<file path="src/rtl/mem_access_sequencer.sv">
// mem_access_sequencer: sequences FETCH/PUSH/POP/JUMP strobes for the PC/SP/memory block and tracks stack depth
module mem_access_sequencer #(
  parameter int STACK_DEPTH = 16,
  parameter int DEPTH_W     = 5
) (
  input  logic               clk,
  input  logic               rst_n,
  input  logic               req,
  input  logic [1:0]         op,
  input  logic [1:0]         src_sel,
  input  logic               jmp_sel,
  output logic               busy,
  output logic               done,
  output logic               pop_valid,
  output logic               err,
  output logic [DEPTH_W-1:0] depth,
  output logic               PCWrite,
  output logic               SPWrite,
  output logic               InstWrite,
  output logic               MemWrite,
  output logic [2:0]         PCSrc,
  output logic [2:0]         SPSrc,
  output logic [1:0]         MemSrc,
  output logic [2:0]         MemDst
);
  typedef enum logic [3:0] {INIT, IDLE, FETCH, INCPC, PUSH_WR, PUSH_SP, POP_SP, POP_RD, JUMP, ERR} state_t;
  state_t state, nxt;
  logic [1:0] src_q;
  logic jmp_q;
  logic full, empty;
  assign full  = depth == DEPTH_W'(STACK_DEPTH);
  assign empty = depth == '0;
  // state register; reset parks the sequencer in INIT mid-operation
  always_ff @(posedge clk or negedge rst_n) begin
    if (!rst_n) state <= INIT;
    else state <= nxt;
  end
  // operand latch on acceptance and stack occupancy tracking
  always_ff @(posedge clk or negedge rst_n) begin
    if (!rst_n) begin
      src_q <= '0;
      jmp_q <= 1'b0;
      depth <= '0;
    end else begin
      if (state == IDLE && req) begin
        src_q <= src_sel;
        jmp_q <= jmp_sel;
      end
      if (state == PUSH_SP) depth <= depth + DEPTH_W'(1);
      else if (state == POP_SP) depth <= depth - DEPTH_W'(1);
    end
  end
  // next-state selection and per-state strobes; outputs held quiet while reset is asserted
  always_comb begin
    nxt       = IDLE;
    busy      = 1'b0;
    done      = 1'b0;
    pop_valid = 1'b0;
    err       = 1'b0;
    PCWrite   = 1'b0;
    SPWrite   = 1'b0;
    InstWrite = 1'b0;
    MemWrite  = 1'b0;
    PCSrc     = 3'd0;
    SPSrc     = 3'd0;
    MemSrc    = 2'd0;
    MemDst    = 3'd0;
    case (state)
      IDLE:    nxt = !req ? IDLE :
                     op == 2'd0 ? FETCH :
                     op == 2'd1 ? (full ? ERR : PUSH_WR) :
                     op == 2'd2 ? (empty ? ERR : POP_SP) : JUMP;
      FETCH:   nxt = INCPC;
      PUSH_WR: nxt = PUSH_SP;
      POP_SP:  nxt = POP_RD;
      default: nxt = IDLE;
    endcase
    if (rst_n) begin
      busy = state != INIT && state != IDLE;
      case (state)
        INIT: begin
          PCWrite = 1'b1;
          PCSrc   = 3'd2;
        end
        FETCH:   InstWrite = 1'b1;
        INCPC: begin
          PCWrite = 1'b1;
          done    = 1'b1;
        end
        PUSH_WR: begin
          MemWrite = 1'b1;
          MemDst   = 3'd2;
          MemSrc   = src_q;
        end
        PUSH_SP: begin
          SPWrite = 1'b1;
          SPSrc   = 3'd1;
          done    = 1'b1;
        end
        POP_SP: begin
          SPWrite = 1'b1;
          SPSrc   = 3'd2;
        end
        POP_RD: begin
          MemDst    = 3'd2;
          pop_valid = 1'b1;
          done      = 1'b1;
        end
        JUMP: begin
          PCWrite = 1'b1;
          PCSrc   = jmp_q ? 3'd3 : 3'd1;
          done    = 1'b1;
        end
        ERR: begin
          err  = 1'b1;
          done = 1'b1;
        end
        default: ;
      endcase
    end
  end
endmodule

</file>
<file path="config.mk">
export PLATFORM = sky130hd
export DESIGN_NAME = mem_access_sequencer
export DESIGN_NICKNAME = d
export VERILOG_FILES = /design/src/rtl/mem_access_sequencer.sv
export SDC_FILE = /design/constraint.sdc
export NUM_CORES = 1
export LEC_CHECK = 0
export CAP_MARGIN = 20
export CORE_MARGIN = 8
export CORE_UTILIZATION = 47
export DETAILED_ROUTE_END_ITERATION = 12
export DONT_BUFFER_PORTS = 1
export PLACE_DENSITY = 0.7
export SYNTH_ARGS = -nofsm -noshare
export SYNTH_HDL_FRONTEND = slang
export SYNTH_SLANG_ARGS = --single-unit
</file>
<file path="constraint.sdc">
create_clock -name clk -period 2.25 [get_ports clk]
set_clock_uncertainty 0.2 [all_clocks]
set_input_delay 0.5625 -clock clk [delete_from_list [all_inputs] [get_ports clk]]
set_output_delay 0.5625 -clock clk [all_outputs]
set_load 0.01 [all_outputs]
</file>
==> results.json, run 1 <==
{
  "ys_seq_area_share_pct": 35.61,
  "io_pins": 32,
  "synth-warning-count": 0,
  "yosys-top-cells-area": "dfrtp_1 36%, nor2_1 4.9%, ha_1 4.5%",
  "hp-class": "input port to flop",
  "synth_cells": 89,
  "vias_per_cell": 5.460,
  "rows": 15,
  "syn_area_sq_um": 843.3,
  "maxSlewHeadroom_pct": 63.09,
  "crit_slowest_cell": "dfrtp_1",
  "final_common_cell": "dfrtp_1",
  "r2r_slack_ns": 0.10,
  "cts_buffers": 3,
  "fp.dieH_um": 58.36,
  "rr_startpoint": "state[3]",
  "nNetsFinal": 114,
  "max-clock-path-buffers": 2,
  "grt.overflow.total": 0,
  "synth-main-ff-cell": "dfrtp_1",
  "synthArstFlopShare_pct": 100.0,
  "area_growth_syn_to_layout_pct": 21.96,
  "die_area_sq_mm": 0.003406,
  "initialDrtViolationCount": 22,
  "synth_seq_cells": 12,
  "dp_cells": 121,
  "final_cell_mix": "12 x dfrtp_1, 10 x nor2_1, 8 x buf_4",
  "fmax_mhz": 455.7,
  "synth.avg_cell_area_sq_um": 9.475,
  "power.density_mw_per_mm2": 1461,
  "worstPathCellList": "buf_4, nor2b_4, nand2_4, nor3_4, and2_4",
  "clk_latency_ns": 0.28,
  "grt_pass1_vias": 677,
  "n_antenna_cell": 0,
  "synthAdderAreaFrac_pct": 6.825,
  "synth-simple-area-share_pct": 24.18,
  "layout_min_cycle_time_ns": 2.195,
  "synth_compound_area_share_pct": 15.43,
  "path_delay_family": "simple AND/OR/NAND/NOR gates",
  "status": "finished, final reports clean",
  "drive_above_1_share_pct": 33.66,
  "antenna_left": 0,
  "routed_wl_mm": 2.030,
  "path_buf_inv": 1,
  "dpl.hpwl_mm": 1.513,
  "worstRegToRegCells": 8,
  "gp_congestion": 0.8661,
  "hold_viol": 0,
  "clk_pin_slew_ns": 0.08,
  "die_x_um": 58.36,
  "cts-root-buf": "clkbuf_4",
  "synth_enable_flop_cells": 0,
  "vdd_ir_drop_max_mv": 0.7249,
  "vias": 688,
  "grt_max_degree": 13,
  "worstPathRequired_ns": 1.49,
  "finalNonFillerCells": 126,
  "worstHoldEndpoint": "src_q[0]",
  "synth.area.mux_share_pct": 7.864,
  "antenna_found_initial": 0,
  "grt_pass1_wl_mm": 3.160,
  "grt_usage_pct": 11.81,
  "wl_per_cell_um": 16.11,
  "drv_cap": 0,
  "yosysTopAreaCell": "dfrtp_1",
  "setup_viol": 0,
  "pre_cts_slack_ns": 0.02559,
  "holdPathStages": 1,
  "slowest_delay_ns": 0.37,
  "fp.coreArea_sq_mm": 0.001708,
  "synth-xor-area-share_pct": 4.154,
  "dr.pass1.iters": 6,
  "crit_fanout": 5,
  "critPathArrivalTime_ns": 1.43,
  "netlist.area_leader.share_pct": 35.61,
  "crit_type": "flop to primary output",
  "drc": 0,
  "critPathLaunchType": "flop",
  "drv_slew": 0,
  "port_buffers": 0,
  "start_util_pct": 49.38,
  "min-delay-start": "src_sel[0]",
  "synth_top_family_by_area": "simple AND/OR/NAND/NOR gates",
  "cts_setup_buffers": 0,
  "cts_tree": "done",
  "clock-sinks": 12,
  "worst-slew-pin-transition_ns": 0.5519,
  "fin_crit_sh_pct": 97.53,
  "crit_path_end_kind": "primary output",
  "cts_htree_levels": 1,
  "fin_ws_ns": 0.05549,
  "synth_cell_type_count": 35,
  "p_leak_uw": 0.0004416,
  "timing.rr.end": "depth[4]"
}
[stage by stage]
step | TNS (ns) | utilization, % | hold WS [ns] | area (sq um) | total power, uW
after floorplan | 0 | - | 0.06691 | 854.6 | 1015
after global placement | 0 | 53.77 | 0.06759 | 918.4 | 1203
after detailed placement | 0 | 53.77 | 0.06762 | 918.4 | 1232
after CTS | 0 | 56.92 | 0.2314 | 972.2 | 1429
after global routing | -0.02045 | 60.22 | 0.2283 | 1028 | 1630
final | 0 | 60.22 | 0.2296 | 1028 | 1502
[routing by layer]
| layer | global-route usage, % | up-vias | share of wire, % |
|---|---|---|---|
| met1 | 14.34 | 336 | 43 |
| li1 | - | 322 | - |
| met2 | 17.95 | 27 | 48 |
| met5 | 0 | - | 0 |
| met3 | 4.565 | 3 | 8.1 |
| met4 | 5.245 | 0 | 1.2 |
[cell type report]
type	count	area, sq um
clock buffer	4	36.28
fill	146	679.4
inverter	3	11.26
multi-input combinational	72	568.0
sequential	12	300.3
tap	25	31.28
timing repair buffer	10	81.33
[state kept, by name (all words and copies together), names as in the netlist]
register	cells
depth	5
state	4
src_q	2
jmp_q	1
[worst max path at each step]
stage | startpoint | end | slack (ns) | cells past startpoint
6_report | state[2] | MemSrc[1] | 0.06 | 5
5_1_grt | state[3] | depth[4] | -0.02 | 8
4_1_cts | state[0] | InstWrite | 0.004 | 3
3_5_place_dp | state[3] | depth[4] | 0.03 | 8
3_3_place_gp | state[1] | depth[4] | 0.1 | 8
2_1_floorplan | state[1] | depth[4] | 0.001 | 8
[kinds of logic (layout without fill, tap and decap cells)]
kind of cell	after synthesis	after routing
mux	6	6
xor+xnor	4	4
simple gates	36	36
other cells	1	4
fa+ha+maj	4	4
flops	12	12
buf+inv	8	17
compound gates	18	18
[cell usage after synthesis (2+ instances only)]
cell      number
inv_1          3
a21oi_1        5
buf_4          4
a21o_1         3
mux2_1         2
o21ai_0        3
nor2_1        11
nand2_1        6
dfrtp_1       12
mux2_2         3
ha_1           3
nand2b_2       2
nand2b_1       3
nor3_1         2
and2_1         5
xnor2_1        3
[repair_timing]
action / CTS / global route
gates cloned: 0 / 0
endpoints found under the hold margin: 12 / 0
hold buffers: 1 / 0
gates resized for setup: 2 / 15
setup endpoints to repair: 4 / 8
pin swaps: 0 / 3
[where the power goes]
| part | switching (uW) | leakage, uW | internal (uW) |
|---|---|---|---|
| Clock | 78.1 | 0.0000210 | 98.6 |
| Combinational | 464 | 0.000276 | 421 |
| Sequential | 123 | 0.000144 | 318 |
| Total | 665 | 0.000442 | 838 |
(Power assumes the default switching activity.)
==> run 2, diff against run 1 <==
CAP_MARGIN = unset   (was 20)
CORE_UTILIZATION = 58   (was 47)
CTS_BUF_LIST = sky130_fd_sc_hd__clkbuf_2 sky130_fd_sc_hd__clkbuf_4 sky130_fd_sc_hd__clkbuf_8   (was unset)
PLACE_DENSITY = 0.82   (was 0.7)
==> run 2 against run 1 <==
Compared with the run above: final area shrank 3.7%; combinational power shrank 3.7%; worst hold slack gained 0.014 ns; via count shrank 4.1%; critical endpoint is now done.
==> results.json, run 2 (synthesis results as in run 1) <==
{
  "crit_path_end_kind": "primary output",
  "n_antenna_cell": 0,
  "cts_buffers": 3,
  "hold_viol": 0,
  "drive_above_1_share_pct": 32.00,
  "clk_latency_ns": 0.27,
  "critPathLaunchType": "flop",
  "worstRegToRegCells": 8,
  "fin_ws_ns": 0.03453,
  "min-delay-start": "jmp_sel",
  "drc": 0,
  "antenna_found_initial": 0,
  "io_pins": 32,
  "vdd_ir_drop_max_mv": 0.7530,
  "largest_reg_flops": 5,
  "die_area_sq_mm": 0.002930,
  "critPathArrivalTime_ns": 1.45,
  "status": "finished, final reports clean",
  "pre_cts_slack_ns": 0.01466,
  "crit_slowest_cell": "dfrtp_1",
  "slowest_delay_ns": 0.39,
  "grt.overflow.total": 0,
  "drv_slew": 0,
  "num-fill-cells": 104,
  "vias": 660,
  "wl_per_cell_um": 17.43,
  "worst-slew-pin-transition_ns": 0.5733,
  "fin_crit_sh_pct": 98.47,
  "drv_cap": 0,
  "vias_per_cell": 5.739,
  "fin_area_sq_um": 991.0,
  "nNetsFinal": 114,
  "hp-class": "input port to flop",
  "largest-register": "depth",
  "rsz0062_at_grt": "true",
  "antenna_left": 0,
  "final_cell_mix": "12 x dfrtp_1, 10 x nor2_1, 9 x buf_4",
  "timing.rr.end": "depth[4]",
  "grt_max_degree": 13,
  "layout_min_cycle_time_ns": 2.215,
  "cts-root-buf": "clkbuf_4",
  "p_leak_uw": 0.0004285,
  "port_buffers": 0,
  "r2r_slack_ns": 0.07,
  "worstPathCellList": "buf_4, inv_1, nand2_1, o21ai_0, and2_1",
  "setup_viol": 0,
  "fp.dieH_um": 54.13,
  "dpl.hpwl_mm": 1.511,
  "worstPathRequired_ns": 1.49,
  "rows": 13,
  "grt_pass1_wl_mm": 3.084,
  "cts_htree_levels": 1,
  "rr_startpoint": "state[3]",
  "grt_usage_pct": 14.08,
  "clock-sinks": 12,
  "max-clock-path-buffers": 2,
  "maxSlewHeadroom_pct": 61.65,
  "p_total_uw": 1441,
  "crit_type": "flop to primary output",
  "power.density_mw_per_mm2": 1454,
  "cts_tree": "done",
  "fmax_mhz": 451.4,
  "clk_pin_slew_ns": 0.08,
  "dr.pass1.iters": 4,
  "grt_pass1_vias": 636,
  "fp.coreArea_sq_mm": 0.001334,
  "final_common_cell": "dfrtp_1",
  "die_x_um": 54.13,
  "crit_fanout": 6,
  "fin_util_pct": 74.30,
  "routed_wl_mm": 2.005,
  "worstHoldEndpoint": "jmp_q",
  "place_area_sq_um": 898.4,
  "holdPathStages": 1,
  "gp_congestion": 0.8433,
  "start_util_pct": 63.23,
  "area_growth_syn_to_layout_pct": 17.51,
  "initialDrtViolationCount": 8,
  "top_regs": "depth x5, state x4, src_q x2"
}
[run 2: area by class of cell]
cell class / instances / area (sq um) / share of cell area (%)
inverter: 3 / 11.26 / 1.136
multi-input combinational: 72 / 560.5 / 56.57
sequential: 12 / 300.3 / 30.30
tap: 15 / 18.77 / 1.894
clock buffer: 3 / 22.52 / 2.273
timing repair buffer: 10 / 77.57 / 7.828
[run 2: report_power, final]
part           leakage, uW  total, uW  internal, uW  switching, uW
logic             0.000271        852           405            447
clock network    0.0000138        131          61.8           68.9
registers         0.000144        458           318            140
total             0.000429       1440           785            656
[run 2: repair_timing]
item | 4_1_cts | 5_1_grt
hold buffers | 1 | 0
gates cloned | 0 | 0
hold endpoints to repair | 12 | 0
setup endpoints to repair | 2 | 8
buffers inserted | 0 | 1
pin swaps | 0 | 3
resized for setup | 1 | 13
[run 2: layer usage]
| metal | track usage (%) | share of wire [%] | vias up | routed length, um |
|---|---|---|---|---|
| met5 | 0 | 0 | - | 0 |
| li1 | - | - | 327 | - |
| met3 | 4.683 | 8.7 | 2 | 174 |
| met2 | 20.99 | 48 | 19 | 959 |
| met1 | 18.53 | 43 | 312 | 858 |
| met4 | 4.918 | 0.60 | 0 | 12 |
[run 2: how the worst max path moves through the flow]
stage / from / endpoint / slack, ns / depth (start not counted)
2_1_floorplan: state[1] / depth[4] / 0.001 / 8
4_1_cts: state[3] / MemDst[1] / 0.002 / 4
3_5_place_dp: state[1] / depth[4] / 0.01 / 8
6_report: state[3] / done / 0.03 / 5
3_3_place_gp: state[1] / depth[4] / 0.10 / 8
5_1_grt: state[3] / depth[4] / -0.06 / 8
[run 2: worst max-delay path: cells and delay by family (launching register included)]
kind / cells / cell delay [ns]
compound gates: 1 / 0.19
buf+inv: 2 / 0.29
flops: 1 / 0.39
simple gates: 2 / 0.32
[run 2: per-stage QoR]
step,instances,hold WS [ns],TNS [ns]
after CTS,114,0.2406,0
final,115,0.2439,0
after global routing,115,0.2358,-0.1505
after floorplan,92,0.06691,0
after detailed placement,110,0.06737,0
after global placement,110,0.06738,0
==> run 3, diff against run 2 <==
CTS_CLUSTER_DIAMETER = 100   (was unset)
==> results of run 3 <==
Same layout as run 2: the final DEF is identical, and so are final timing and power.
